--- src/rtl/imem_arb_pkg.sv ---
// Shared types and constants for the instruction/data RAM port arbiter.
package imem_arb_pkg;

  // Arbiter sequencing states.
  typedef enum logic [1:0] {
    ST_IDLE  = 2'd0,
    ST_ISSUE = 2'd1,
    ST_WAIT  = 2'd2,
    ST_DONE  = 2'd3
  } state_t;

  // Which requester currently owns the RAM.
  typedef enum logic [1:0] {
    OWN_NONE  = 2'd0,
    OWN_FETCH = 2'd1,
    OWN_DATA  = 2'd2
  } owner_t;

  // Byte-enable patterns: single-byte lanes and the full word.
  localparam logic [3:0] BE_B0 = 4'b0001;
  localparam logic [3:0] BE_B1 = 4'b0010;
  localparam logic [3:0] BE_B2 = 4'b0100;
  localparam logic [3:0] BE_B3 = 4'b1000;
  localparam logic [3:0] BE_W  = 4'b1111;

  // Width of the RAM latency timer (covers read latencies up to 7).
  localparam int TIMER_W = 3;

endpackage

--- src/rtl/mem_lat_timer.sv ---
// Loadable down-counter that times the RAM read latency window.
// Loaded with LAT-1 on entry to WAIT; last is high once it reaches zero.
module mem_lat_timer
  import imem_arb_pkg::*;
(
  input  logic               clk,
  input  logic               rst,
  input  logic               load,
  input  logic               en,
  input  logic [TIMER_W-1:0] load_val,
  output logic               last
);

  logic [TIMER_W-1:0] count;

  // Load on request, otherwise count down while enabled and stop at zero.
  always_ff @(posedge clk or posedge rst) begin
    if (rst) begin
      count <= '0;
    end else if (load) begin
      count <= load_val;
    end else if (en && (count != '0)) begin
      count <= count - TIMER_W'(1);
    end
  end

  assign last = (count == '0);

endmodule

--- src/rtl/imem_port_arbiter.sv ---
// Arbiter sharing one single-ported word RAM between the IF fetch port
// and the MEM load/store port. Data has fixed priority; every access runs
// IDLE -> ISSUE -> WAIT (LAT cycles) -> DONE with one access outstanding.
module imem_port_arbiter
  import imem_arb_pkg::*;
#(
  parameter int ADDR_W = 6,
  parameter int DATA_W = 32,
  parameter int LAT    = 1,
  parameter int CNT_W  = 16
) (
  input  logic              clk,
  input  logic              rst,
  input  logic              if_req,
  input  logic [31:0]       if_addr,
  output logic [DATA_W-1:0] if_rdata,
  output logic              if_valid,
  input  logic              d_rd,
  input  logic              d_wr,
  input  logic [31:0]       d_addr,
  input  logic [3:0]        d_be,
  input  logic [DATA_W-1:0] d_wdata,
  output logic [DATA_W-1:0] d_rdata,
  output logic              d_valid,
  output logic              stall_if,
  output logic              ram_en,
  output logic [3:0]        ram_we,
  output logic [ADDR_W-1:0] ram_addr,
  output logic [DATA_W-1:0] ram_wdata,
  input  logic [DATA_W-1:0] ram_rdata,
  output logic [CNT_W-1:0]  conflict_cnt
);

  localparam logic [TIMER_W-1:0] LAT_LOAD = TIMER_W'(LAT - 1);

  state_t              state;
  state_t              next_state;
  owner_t              owner;
  logic [ADDR_W-1:0]   acc_addr;
  logic [3:0]          acc_be;
  logic [DATA_W-1:0]   acc_wdata;
  logic                acc_write;
  logic [DATA_W-1:0]   if_rdata_q;
  logic [DATA_W-1:0]   d_rdata_q;
  logic [CNT_W-1:0]    conflict_q;
  logic                data_req;
  logic                fetch_blocked;
  logic                timer_last;
  logic                unused_addr_bits;

  assign data_req = d_rd | d_wr;

  // Only the word-address bits reach the RAM; the rest wrap around.
  assign unused_addr_bits = ^{if_addr[31:ADDR_W+2], if_addr[1:0],
                              d_addr[31:ADDR_W+2], d_addr[1:0]};

  mem_lat_timer u_timer (
    .clk      (clk),
    .rst      (rst),
    .load     (state == ST_ISSUE),
    .en       (state == ST_WAIT),
    .load_val (LAT_LOAD),
    .last     (timer_last)
  );

  // State register.
  always_ff @(posedge clk or posedge rst) begin
    if (rst) begin
      state <= ST_IDLE;
    end else begin
      state <= next_state;
    end
  end

  // Next-state logic: any request leaves IDLE, WAIT holds until the timer expires.
  always_comb begin
    next_state = state;
    case (state)
      ST_IDLE:  if (data_req || if_req) next_state = ST_ISSUE;
      ST_ISSUE: next_state = ST_WAIT;
      ST_WAIT:  if (timer_last) next_state = ST_DONE;
      ST_DONE:  next_state = ST_IDLE;
      default:  next_state = ST_IDLE;
    endcase
  end

  // RAM strobes during ISSUE and completion pulses during DONE.
  always_comb begin
    ram_en    = 1'b0;
    ram_we    = 4'b0000;
    ram_addr  = '0;
    ram_wdata = '0;
    if_valid  = 1'b0;
    d_valid   = 1'b0;
    case (state)
      ST_ISSUE: begin
        ram_en    = 1'b1;
        ram_addr  = acc_addr;
        ram_wdata = acc_wdata;
        if ((owner == OWN_DATA) && acc_write) ram_we = acc_be;
      end
      ST_DONE: begin
        if_valid = (owner == OWN_FETCH);
        d_valid  = (owner == OWN_DATA);
      end
      default: begin
        ram_en = 1'b0;
      end
    endcase
  end

  // Grant in IDLE (data first, an rd+wr pair counts as a store) and release after DONE.
  always_ff @(posedge clk or posedge rst) begin
    if (rst) begin
      owner     <= OWN_NONE;
      acc_addr  <= '0;
      acc_be    <= 4'b0000;
      acc_wdata <= '0;
      acc_write <= 1'b0;
    end else if (state == ST_IDLE) begin
      if (data_req) begin
        owner     <= OWN_DATA;
        acc_addr  <= d_addr[ADDR_W+1:2];
        acc_be    <= d_be;
        acc_wdata <= d_wdata;
        acc_write <= d_wr;
      end else if (if_req) begin
        owner     <= OWN_FETCH;
        acc_addr  <= if_addr[ADDR_W+1:2];
        acc_be    <= 4'b0000;
        acc_wdata <= '0;
        acc_write <= 1'b0;
      end
    end else if (state == ST_DONE) begin
      owner <= OWN_NONE;
    end
  end

  // Capture read data on the last WAIT cycle into the owner's register; stores leave d_rdata alone.
  always_ff @(posedge clk or posedge rst) begin
    if (rst) begin
      if_rdata_q <= '0;
      d_rdata_q  <= '0;
    end else if ((state == ST_WAIT) && timer_last) begin
      if (owner == OWN_FETCH) begin
        if_rdata_q <= ram_rdata;
      end else if ((owner == OWN_DATA) && !acc_write) begin
        d_rdata_q <= ram_rdata;
      end
    end
  end

  assign fetch_blocked = if_req &&
                         ((owner == OWN_DATA) || ((state == ST_IDLE) && data_req));

  // Saturating count of cycles in which the fetch is held off by data.
  always_ff @(posedge clk or posedge rst) begin
    if (rst) begin
      conflict_q <= '0;
    end else if (fetch_blocked && (conflict_q != '1)) begin
      conflict_q <= conflict_q + CNT_W'(1);
    end
  end

  assign stall_if     = fetch_blocked && !rst;
  assign if_rdata     = if_rdata_q;
  assign d_rdata      = d_rdata_q;
  assign conflict_cnt = conflict_q;

endmodule

--- config.mk ---
export PLATFORM = sky130hd
export DESIGN_NAME = imem_port_arbiter
export DESIGN_NICKNAME = d
export VERILOG_FILES = /design/src/rtl/imem_arb_pkg.sv /design/src/rtl/mem_lat_timer.sv /design/src/rtl/imem_port_arbiter.sv
export SDC_FILE = /design/constraint.sdc
export NUM_CORES = 1
export LEC_CHECK = 0
export CORE_MARGIN = 4
export CORE_UTILIZATION = 40
export CTS_CLUSTER_DIAMETER = 50
export DETAILED_ROUTE_END_ITERATION = 10
export GPL_ROUTABILITY_DRIVEN = 0
export GPL_TIMING_DRIVEN = 0
export PLACE_DENSITY = 0.78
export SLEW_MARGIN = 20
export SYNTH_ARGS = -nofsm -noshare
export SYNTH_HDL_FRONTEND = slang
export SYNTH_HIERARCHICAL = 1
export SYNTH_SLANG_ARGS = --single-unit
--- constraint.sdc ---
create_clock -name clk -period 8 [get_ports clk]
set_input_delay 1.6 -clock clk [delete_from_list [all_inputs] [get_ports clk]]
set_output_delay 1.6 -clock clk [all_outputs]
set_load 0.005 [all_outputs]
==> key figures <==
Status
  – Run status: finished, final reports clean

Synth
  – Ys flop type: dfrtp_1
  – Post-synth top area share: 0.582
  – Top cells by area, synth: dfrtp_1, mux2_2, a22o_1
  – Cell taking the most area after synthesis: dfrtp_1
  – Post-synth EDFFs: 0
  – Mapped Area: ~0.0056 mm2
  – Ys Warns: 6
  – Syn Inst Count: around 420
  – Post-synth cell types: 46
  – Avg Inst Size Synth: 13.4 um2
  – Post-synth ARST share: 1.00
  – Yosys reg bits: 130
  – Share of the yosys chip area belonging to registers: 0.582

Place
  – DPL Wire Length: 10900 um
  – Buffers on Ports: 210
  – Dpl cells: about 810

Timing
  – Setup violations, final: 0
  – Unrepaired setup endpoints after global routing: false
  – Peak Freq: 207 MHz
  – Final min period: approximately 4.8 ns
  – Final Cycle Share: 0.603
  – Total Neg Setup Slack: 0 ns
  – Hold Vio Cnt, Final: 0
  – Least-Margin Pin Slew: 0.854 ns
  – Clock Skew: ~0.0090 ns
  – Relative slew slack: 0.429
  – Fin. max-slew vios: 0

Detailed routing
  – DR DRC count: 0
  – Detail Route Antenna Nets: 0
  – Routed wire length: ~15000 um
  – Detailed Routing Iterations Pass 1: 4
  – Via count: 4275
  – Vias per inst: around 5
  – Wire per inst: ~18 um
  – Starting DRT DRC Count: about 190

GRT
  – Number of global-route vias before repair: about 4600
  – Global-route wire length before repair: ~24000 um
  – Number of antenna violations at the first check in global routing: 0
  – Overflow after GRT: 0
  – Largest net degree at the start of global routing: 84
  – GRT Total Usage: 0.194

Critical path
  – Critical Path RT: approximately 6.4 ns
  – Crit path launch: d_wr
  – Crit path DAT: between 3 and 4 ns
  – Endpoint class of the critical path: output pin
  – Worst-path cell chain: clkdlybuf4s50_1, o21a_2, o21ai_4, nor2_1, clkdlybuf4s50_1
  – CP bufs+invs: 2
  – Kind of critical path: in -> out
  – Top delay family on crit path: buffers and inverters
  – Reg2Reg Setup Slack: 5.93 ns
  – Worst Path Max Fanout: 8
  – Launching point of the worst reg2reg path: u_timer/count[0]
  – Slowest stage delay, CP: 0.47 ns
  – Cells on worst reg2reg path: 7
  – Number of stages on the worst setup path: 5
  – Most frequent CP cell: clkdlybuf4s50_1
  – R2R Path End: d_rdata[15]
  – Setup crit start kind: input port
  – Crit-path slowest cell: clkdlybuf4s50_1
  – Worst setup endpoint: stall_if

Layout
  – Share of layout cells above drive strength 1: 0.188
  – # nets final: just under 800
  – N_diodes: 0
  – Most frequent cells in the layout: clkdlybuf4s50_1, dfrtp_1, mux2_2, and2_1, a22o_1
  – Final std cells w/o fill: 837
  – Core Util, Final: 0.638
  – Area grow syn2layout: 53.6%
  – Most common cell after layout, fill and taps aside: clkdlybuf4s50_1

Floorplanning
  – Initial core utilization: 0.415
  – Die Y: 126 um
  – # rows: 42
  – Io pins: about 260
  – Overall die width: 126 um
  – Die area: between 0.015 and 0.02 mm2
  – Core region area: between 0.01 and 0.015 mm2

Power
  – Flop pwr share: 0.356
  – Switching Fraction: 0.287
  – Combinational power share: 0.383
  – Cell Pwr Density: about 370 mW/mm2
  – P_int: 0.00224 W
  – P_sw: about 0.00090 W
  – Peak supply drop: roughly 240 uV
  – Pleak: 3.76 nW
  – Clock power frac: 0.260

Clocking
  – CTS resizes: 0
  – Worst-Skew Late Latency: ~0.42 ns
  – CTS Hold Bufs: 0
  – Setup Buffers After CTS: 0
  – CTS tree: yes
  – CTS Root Cell: clkbuf_16
  – H-tree depth: 4
  – CTS buffer count: 17
  – Clock transition at path regs: 0.05 ns
  – Num Clock Sinks: 130
  – Longest Clk Path Bufs: 2

Worst hold path
  – Hold Crit Class: reg -> reg
  – Min-delay src: acc_addr[1]

Flow run
  – Max-cap viol count: 0
==> synth_stat cells (2+ instances only) <==
cell,instances
and2_1,44
inv_1,8
nor4_4,2
or4b_1,3
nor2b_1,2
ha_1,7
nand3_1,3
buf_6,3
a22o_1,37
nand4_1,3
and3_1,3
mux2i_1,6
dfrtp_1,130
buf_2,8
nor3_1,7
clkbuf_1,7
xor2_1,12
buf_4,3
o211ai_1,2
mux2_1,4
o2111ai_2,2
nor2_1,4
nor3b_1,2
nand2b_1,3
mux2_2,61
nand2_1,17
o21ai_0,13
nand4_2,2
==> stage by stage <==
stage / hold slack (ns) / instance area [um2] / power, W / worst slack, ns
after floorplan: 0.442 / 5600 / 0.00165 / 3.02
after global placement: 0.460 / 7920 / 0.00228 / 1.28
after detailed placement: 0.467 / 7950 / 0.00234 / 3.22
after CTS: 0.479 / 8590 / 0.00317 / 3.18
after global routing: 0.506 / 8590 / 0.00332 / 3.14
final: 0.475 / 8590 / 0.00314 / 3.18
==> worst min-delay path by stage <==
stage / end / slack [ns] / depth (start not counted)
5_1_grt: acc_wdata[16] / 0.51 / 1
2_1_floorplan: acc_addr[0] / 0.44 / 2
6_report: acc_addr[1] / 0.47 / 2
4_1_cts: acc_addr[2] / 0.48 / 2
3_5_place_dp: acc_addr[2] / 0.47 / 2
3_3_place_gp: acc_addr[5] / 0.46 / 2
==> layout make-up <==
| type | instances | area (um2) |
|---|---|---|
| fillers | 1040 | 4870 |
| flip-flops and latches | 130 | 3250 |
| multi-input cells | 259 | 2190 |
| repair buffers | 211 | 2130 |
| clock buffers | 24 | 512 |
| well taps | 176 | 220 |
| clock inverters | 8 | 123 |
| plain buffers | 21 | 123 |
| inverters | 8 | 35.0 |
==> cell families after synthesis <==
group,synth area share
xor gates and xnor gates,0.0188
adders and majority gates,0.0157
buffers and inverters,0.0273
DFF,0.582
muxes,0.144
AOI/OAI and AO/OA,0.0891
and+or+nand+nor,0.122
other,0.000671
==> worst reg2reg max path, delay by kind of cell, from the launching register on <==
family | cells | cell delay [ns]
AND/OR/NAND/NOR | 2 | 0.42
adder cells (fa/ha/maj) | 2 | 0.44
multiplexers | 1 | 0.36
flip-flops | 1 | 0.39
buffers and inverters | 2 | 0.34
==> power by group through the flow <==
stage / logic, W / clock network (W) / registers, W
final: 0.00120 / 0.000817 / 0.00112
after global routing: 0.00131 / 0.000859 / 0.00116
after CTS: 0.00122 / 0.000833 / 0.00112
after detailed placement: 0.00121 / 0 / 0.00113
after global placement: 0.00117 / 0 / 0.00111
after floorplan: 0.000539 / 0 / 0.00111
==> flip-flops by register name (all words and copies together) (netlist names) <==
signal / cells
acc_wdata: 32
u_timer/count: 3
owner: 2
d_rdata: 32
acc_write: 1
conflict_cnt: 16
if_rdata: 32
state: 2
acc_addr: 6
acc_be: 4
==> layer usage <==
| metal | share of wire | routed length [um] | global-route usage |
|---|---|---|---|
| met2 | 0.51 | 7650 | 0.323 |
| met1 | 0.41 | 6220 | 0.237 |
| met4 | 0.023 | 350 | 0.0921 |
| met3 | 0.056 | 836 | 0.0461 |
| met5 | 0 | 0 | 0 |
No activity file was read; power rests on OpenSTA's default activity.
